$ cat config.mk
export PLATFORM = sky130hd
export DESIGN_NAME = hazard_ctrl
export DESIGN_NICKNAME = d
export VERILOG_FILES = /design/src/rtl/hazard_ctrl.sv
export SDC_FILE = /design/constraint.sdc
export NUM_CORES = 1
export LEC_CHECK = 0
export ABC_AREA = 1
export CAP_MARGIN = 15
export CELL_PAD_IN_SITES_DETAIL_PLACEMENT = 0
export CELL_PAD_IN_SITES_GLOBAL_PLACEMENT = 2
export CORE_MARGIN = 3
export CORE_UTILIZATION = 18
export DETAILED_ROUTE_END_ITERATION = 7
export GPL_ROUTABILITY_DRIVEN = 0
export GPL_TIMING_DRIVEN = 1
export PLACE_DENSITY_LB_ADDON = 0.1
export SLEW_MARGIN = 30
export SYNTH_ARGS = -nofsm -noshare
export SYNTH_HDL_FRONTEND = slang
export SYNTH_SLANG_ARGS = --single-unit
$ cat constraint.sdc
create_clock -name clk -period 2.1 [get_ports clk]
set_clock_uncertainty 0.15 [all_clocks]
set_input_delay 0.42 -clock clk [delete_from_list [all_inputs] [get_ports clk]]
set_output_delay 0.42 -clock clk [all_outputs]
set_load 0.005 [all_outputs]
$ cat src/rtl/hazard_ctrl.sv
// ---------------------------------------------------------------------------
// hazard_ctrl
//
// This block is the hazard and flush controller for the 5-stage MIPS
// pipeline. It sits beside the ID stage and decides, every cycle, whether
// the front end must hold, whether a bubble goes into EX, and which pipeline
// registers are cleared.
//
// It handles four things:
//   * Load-use hazards. The stall lasts LOAD_STALL cycles and is timed by
//     an internal counter and FSM.
//   * Branch-operand hazards. A branch compares its operands in ID, so it
//     stalls for BR_STALL cycles when one of those operands is still being
//     produced by an ALU op in EX.
//   * Control-flow flushes. These come from jumps, taken branches and
//     undefined opcodes.
//   * External interrupts. A request is latched, and it is taken only on a
//     cycle where nothing else is redirecting or holding the pipeline.
//
// Ports:
//   clk            pipeline clock, rising edge
//   reset          asynchronous, active-high reset
//   id_rs, id_rt   source register indices of the instruction in ID
//   id_use_rs/rt   the ID instruction actually reads rs / rt
//   id_is_branch   ID instruction is beq/bne (operands compared in ID)
//   ex_rd          destination index of the instruction in EX
//   ex_regwrite    EX instruction writes a register
//   ex_memread     EX instruction is a load
//   jump_taken     j/jal/jr decoded in ID
//   branch_taken   branch resolved taken
//   bad_instr      undefined opcode in ID
//   irq            external interrupt request, level sensitive
//   kernel         PC[31]; masks capture of new interrupts
//   stall          hold the PC and IF/ID
//   bubble_ex      load a NOP into ID/EX
//   flush_if_id    clear IF/ID
//   flush_id_ex    clear ID/EX
//   irq_take       one-cycle pulse: redirect the PC to the interrupt vector
//   stall_cnt      remaining stall cycles (debug view of the counter)
// ---------------------------------------------------------------------------
module hazard_ctrl #(
    parameter int REG_AW     = 5,
    parameter int LOAD_STALL = 1,
    parameter int BR_STALL   = 1,
    parameter int CNT_W      = 3
) (
    input  logic              clk,
    input  logic              reset,
    input  logic [REG_AW-1:0] id_rs,
    input  logic [REG_AW-1:0] id_rt,
    input  logic              id_use_rs,
    input  logic              id_use_rt,
    input  logic              id_is_branch,
    input  logic [REG_AW-1:0] ex_rd,
    input  logic              ex_regwrite,
    input  logic              ex_memread,
    input  logic              jump_taken,
    input  logic              branch_taken,
    input  logic              bad_instr,
    input  logic              irq,
    input  logic              kernel,
    output logic              stall,
    output logic              bubble_ex,
    output logic              flush_if_id,
    output logic              flush_id_ex,
    output logic              irq_take,
    output logic [CNT_W-1:0]  stall_cnt
);

    typedef enum logic {
        RUN   = 1'b0,
        STALL = 1'b1
    } state_t;

    // The first stall cycle is spent in RUN, in the cycle where the hazard
    // is detected. The counter therefore only has to cover the remaining
    // N-1 cycles. When N is 1, the FSM never leaves RUN.
    localparam logic [CNT_W-1:0] LOAD_CNT   = CNT_W'(LOAD_STALL - 1);
    localparam logic [CNT_W-1:0] BR_CNT     = CNT_W'(BR_STALL - 1);
    localparam logic             LOAD_MULTI = (LOAD_STALL > 1);
    localparam logic             BR_MULTI   = (BR_STALL > 1);
    localparam logic [CNT_W-1:0] CNT_ONE    = CNT_W'(1);

    state_t           state;
    state_t           state_next;
    logic [CNT_W-1:0] cnt;
    logic [CNT_W-1:0] cnt_next;
    logic             irq_pend;
    logic             irq_pend_next;

    logic             rs_hit;
    logic             rt_hit;
    logic             match;
    logic             load_haz;
    logic             br_haz;
    logic             ctrl_flush;
    logic             take_now;
    logic             flush_req;

    // Operand match against the EX destination.
    // Register $0 is hard-wired to zero, so a write to it can never create
    // a dependency. That is why a zero ex_rd suppresses the match.
    // A branch that sits behind a load is treated as a load-use hazard, so
    // it gets the longer load timing. For that reason br_haz excludes
    // ex_memread.
    always_comb begin
        rs_hit   = id_use_rs && (id_rs == ex_rd);
        rt_hit   = id_use_rt && (id_rt == ex_rd);
        match    = (ex_rd != '0) && (rs_hit || rt_hit);
        load_haz = ex_memread && match;
        br_haz   = id_is_branch && ex_regwrite && !ex_memread && match;
    end

    // Interrupt acceptance and the combined flush request.
    // A pending interrupt is taken only in a cycle that is otherwise calm:
    // the FSM is in RUN, no hazard is being raised, and ID is not already
    // redirecting the PC. Taking the interrupt is itself a flush, so it
    // cancels any pending stall in the same way a jump would.
    always_comb begin
        ctrl_flush = jump_taken || branch_taken || bad_instr;
        take_now   = irq_pend && (state == RUN) && !load_haz && !br_haz
                     && !ctrl_flush;
        flush_req  = ctrl_flush || take_now;
    end

    // State register, stall counter and interrupt latch.
    // Reset is asynchronous, so a stall that is in progress is abandoned
    // immediately. Any latched interrupt is dropped at the same time.
    always_ff @(posedge clk or posedge reset) begin
        if (reset) begin
            state    <= RUN;
            cnt      <= '0;
            irq_pend <= 1'b0;
        end else begin
            state    <= state_next;
            cnt      <= cnt_next;
            irq_pend <= irq_pend_next;
        end
    end

    // Next-state logic.
    // A flush always wins. The instructions that were waiting on the stall
    // are being discarded, so the counter is cleared and the FSM returns to
    // RUN.
    // While in STALL, hazards are deliberately ignored. The counter just
    // runs down, and the FSM leaves STALL on the edge where it reads 1, so
    // RUN is entered with the counter already at 0.
    // An interrupt is remembered until it is taken, even if the request
    // line drops. kernel only blocks new captures. When the take and a new
    // capture happen on the same edge, the take clears the latch, so one
    // request produces one vector redirect.
    always_comb begin
        state_next    = state;
        cnt_next      = cnt;
        irq_pend_next = irq_pend;

        if (flush_req) begin
            state_next = RUN;
            cnt_next   = '0;
        end else begin
            unique case (state)
                RUN: begin
                    if (load_haz) begin
                        cnt_next   = LOAD_CNT;
                        state_next = LOAD_MULTI ? STALL : RUN;
                    end else if (br_haz) begin
                        cnt_next   = BR_CNT;
                        state_next = BR_MULTI ? STALL : RUN;
                    end
                end
                STALL: begin
                    cnt_next = cnt - CNT_ONE;
                    if (cnt == CNT_ONE) begin
                        state_next = RUN;
                    end
                end
                default: begin
                    state_next = RUN;
                    cnt_next   = '0;
                end
            endcase
        end

        if (take_now) begin
            irq_pend_next = 1'b0;
        end else if (irq && !kernel) begin
            irq_pend_next = 1'b1;
        end
    end

    // Output logic.
    // Stall and bubble are asserted together: the front end holds while
    // EX receives a NOP. Both are asserted in every STALL cycle, and in the
    // RUN cycle where a hazard is first seen.
    // A jump only needs to discard the fetched instruction in IF/ID. A
    // taken branch, a bad opcode or an interrupt must also squash the
    // instruction that is moving from ID into EX.
    always_comb begin
        stall       = 1'b0;
        bubble_ex   = 1'b0;
        flush_if_id = 1'b0;
        flush_id_ex = 1'b0;
        irq_take    = 1'b0;
        stall_cnt   = cnt;

        if (!flush_req) begin
            if ((state == STALL) || load_haz || br_haz) begin
                stall     = 1'b1;
                bubble_ex = 1'b1;
            end
        end

        flush_if_id = flush_req;
        flush_id_ex = branch_taken || bad_instr || take_now;
        irq_take    = take_now;
    end

endmodule

# Yosys cells after proc, flatten, opt, wreduce, memory -nomap -nowiden
# Index checks and enable logic that the tools add are counted.
# Widths: inputs -> output; s select.
[classes]
addsub = 1
mux = 11
eq_ne = 4
n_bitwise = 1
n_reduce_logical = 27
[ops]
columns = ["op", "n"]
rows = [
  ["$logic_and 1x1->1", 12],
  ["$eq 5x5->1", 2],
  ["$mux 3", 3],
  ["$logic_or 1x1->1", 8],
  ["$mux 1", 6],
  ["$pmux 3 s2", 1],
  ["$logic_not 1->1", 5],
  ["$reduce_bool 5->1", 1],
  ["$ne 4x4->1 const B", 1],
  ["$eq 3x1->1 const B", 1],
  ["$sub 3x1->3 const B", 1],
  ["$pmux 1 s2", 1],
  ["$reduce_bool 2->1", 1],
  ["$not 1->1", 1],
]
[word_totals]
register_bits = 5

# Logic depth before layout (Yosys ltp)
[depth]
ltp_word = 11
ltp_mapped = 11
ltp_nobuf = 11

# Least setup slack after synthesis
# OpenSTA, ideal clock, no wires.
[synth_timing]
path_kind = "input to output"
startpoint = "input port id_rt[0]"
endpoint = "output port stall"
stages = 11
t_arrival_ps = 1236
path_slack_ps = 294
required_time_ps = 1530
path_cell_list = "inv_1 > nand2_1 > nand2_1 > nor2_1 > nand3_1 > nand2_2 > nand3_2 > nand2_1 > o21ai_0 > inv_1 > buf_4"
[synth_between]
elab_chain_cells = 11
[synth_rtl]
columns = ["item", "line", "source"]
rows = [
  ["start: declaration", "50", "input logic [REG_AW-1:0] id_rt,"],
  ["$eq 5x5->1 *", "108", "rt_hit = id_use_rt && (id_rt == ex_rd);"],
  ["$logic_and 1x1->1 *", "108", ""],
  ["$logic_or 1x1->1 *", "109", "match = (ex_rd != '0) && (rs_hit || rt_hit);"],
  ["$logic_and 1x1->1 *", "109", ""],
  ["$logic_and 1x1->1", "110", "load_haz = ex_memread && match;"],
  ["$logic_not 1->1", "121", "take_now = irq_pend && (state == RUN) && !load_haz && !br_haz"],
  ["$logic_and 1x1->1 (2 in a row)", "121", ""],
  ["$logic_and 1x1->1", "122", "&& !ctrl_flush;"],
  ["$logic_or 1x1->1", "123", "flush_req = ctrl_flush || take_now;"],
  ["$mux 1 *", "--", ""],
  ["end: declaration", "62", "output logic stall,"],
]
# Mark *: on every way between the ends. The rest lies on a longest branch, timed or not.

# Worst setup path after layout
[layout_timing]
startpoint = "input port branch_taken"
endpoint = "output port irq_take"
[layout_between]
elab_chain_cells = 4
[layout_rtl]
columns = ["item", "line", "source"]
rows = [
  ["start: declaration", "58", "input logic branch_taken,"],
  ["$logic_or 1x1->1 (2 in a row)", "120", "ctrl_flush = jump_taken || branch_taken || bad_instr;"],
  ["$logic_not 1->1", "122", ""],
  ["$logic_and 1x1->1", "122", ""],
  ["end: declaration", "66", "output logic irq_take,"],
]
# No other way between the ends.

==> out/results.tsv <==
metric	value	unit
run_status	completed	
maxCapViolations	0	
nNetsFinal	187	
drive_gt1_share	47.1	%
synthXorXnorAreaFrac	1.49	%
netlist_area	589	um^2
wl_met1	774	um
syn_to_final_growth	100	%
drc	0	
grt_max_degree	6	
wirelength	1780	um
ioPinCount	35	
cts_root_buf	clkbuf_4	
antenna_found_initial	0	
hold_class	in2async	
synth_ff_type	dfrtp_1	
crit_path_max_fanout	4	
clk_pin_slew_worst_paths	0.04	ns
synth-compound-area-share	3.40	%
vias	757	
drtPass1Iterations	4	
synthTopCellsByArea	nand2_1 (22%), dfrtp_1 (21%), inv_1 (13%)	
start_util	19.1	%
power_frac_seq	28.5	%
synthSimpleGateAreaFrac	52.4	%
yosys_warnings	0	
numCtsBuffers	3	
switching_power	0.000106	W
crit_required	1.53	ns
synth_most_common_cell	nand2_1	
synth_top_family_by_area	simple AND/OR/NAND/NOR gates	
finalCritPeriodShare	96.4	%
intPower	0.000251	W
synth-seq-area-share	21.2	%
htreeDepth	1	
synth-edff-count	0	
cts_buffer_depth	2	
wl_met3	125	um
clkSinkCount	5	
postPlaceCellArea	1040	um^2
worst_slew_pin_slew	0.273	ns
ctsHoldBuffers	0	
fmax	494	MHz
tritoncts	built	
leakage	0.674	nW
grt_overflow_total	0	
core	3080	um^2
synth-async-reset-ratio	100	%
syn-num-nets	131	
drv_slew	0	
track_usage	8.93	%
synth_cells	102	
highest_layer	met3	
synth_top_cell_by_area	nand2_1	
yosysUniqueCellTypes	18	
num-fill-cells	360	
rsz0062_at_grt	true	
clk_latency	0.23	ns
synth_common_cells	nand2_1 (35), inv_1 (20), nor2_1 (12)	
final_util	38.3	%
pre_cts_ws	-0.726	ns
viasPerCell	3.77	
setup.worst_path.end_class	primary output	
grt_pass1_wl	2930	um
drt_iter0_markers	6	
num_rows	20	
synth_fa_ha_area_share	4.25	%
setup_slack	0.0749	ns
wl_per_cell	8.83	um
muxShareOfSynthArea	0	%
pwr-share-comb	41.4	%
num_antenna_cells	0	
path_class	in2out	
cellPowerDensity	302	nW/um^2
avgSynthCellArea	5.78	um^2
cp.arrival	1.46	ns
dp_hpwl	1390	um
setup_viol	0	
period_needed	2.03	ns
grt_pass1_vias	714	
power.share.clock	30.1	%
synth_top_area_share	22.3	%
drt.antenna.violating_nets	0	
die_h	63.2	um
fp.dieW	63.2	um
synth-seq-cells	5	
wl_met2	875	um
numPortBuffers	34	
startpoint_type	input pin	
relSlewSlack	81.7	%
die_area	4000	um^2
final_area	1180	um^2
max-vdd-ir-drop	0.000188	V
power_switching_share	29.6	%
hold_viol_final	0	
critical path, stage by stage:
cell and delay, ns:
clkdlybuf4s50_1 0.46, nor3_4 0.25, inv_2 0.09, nor2_4 0.12
buf_2 0.12
power groups by stage:
stage	Clock (W)	Combinational (W)	Sequential, W
floorplan	0	0.0000539	0.000102
global placement	0	0.000137	0.000103
detailed placement	0	0.000137	0.000103
CTS	0.000113	0.000133	0.000102
global route	0.000124	0.000164	0.000102
finish	0.000107	0.000148	0.000102
cells by family after synthesis:
family	count (synthesis)
xor gates and xnor gates	1
buffers and inverters	26
and+or+nand+nor	64
adders and majority gates	2
AOI/OAI and AO/OA	4
DFF	5
layout by cell type, fill, tap and decap left out, types with 6 or more instances in the layout:
master	n
nand2_2	8
nor2_2	6
buf_2	7
inv_2	8
nor2_1	8
buf_4	18
clkdlybuf4s50_1	7
buf_6	8
inv_1	15
nand2_1	27
final cells by class:
type | instances | area, um^2 | area share [%]
clock buffers | 4 | 26.3 | 2.23
multi-input cells | 71 | 430 | 36.5
inverters | 25 | 98.8 | 8.38
well taps | 44 | 55.1 | 4.67
repair buffers | 52 | 444 | 37.6
flip-flops and latches | 5 | 125 | 10.6
timing repair:
| action | in CTS | in global routing |
|---|---|---|
| setup buffers | 13 | 1 |
| pin swaps | 30 | 26 |
| hold endpoints to repair | 0 | 0 |
| gates resized for setup | 80 | 44 |
| endpoints found under the setup margin | 5 | 8 |
metal layers:
layer / vias up / GRT usage, %
li1: 413 / -
met1: 326 / 11.6
met2: 18 / 14.8
met3: 0 / 2.14
met4: 0 / 2.43
met5: - / 0
per-stage QoR:
stage	setup TNS, ns	cells	total power, W	hold slack (ns)
after floorplan	0	102	0.000156	0.0485
after global placement	-3.31	187	0.000240	0.361
after detailed placement	-3.38	187	0.000240	0.363
after CTS	0	200	0.000348	0.228
after global routing	-0.104	201	0.000390	0.236
final	0	201	0.000357	0.228
state kept, by name (all words and copies together), names as in the netlist:
signal and count:
irq_pend 1, stall_cnt 3, state 1
final timing paths:
kind / endpoint / cells after the start / startpoint / slack [ns]
worst max-delay path: irq_take / 5 / branch_taken / 0.07
worst min-delay path: stall_cnt[2]$_DFFE_PP0P_ / 2 / reset / 0.23
worst max register to register: stall_cnt[2]$_DFFE_PP0P_ / 10 / state$_DFF_PP0_ / 0.41
worst min register to register: irq_pend$_DFFE_PP0P_ / 2 / irq_pend$_DFFE_PP0P_ / 0.38
max in group asynchronous: irq_pend$_DFFE_PP0P_ / 2 / reset / 1.41
min in group clk: irq_pend$_DFFE_PP0P_ / 2 / irq_pend$_DFFE_PP0P_ / 0.38
No activity file was read; power rests on OpenSTA's default activity.
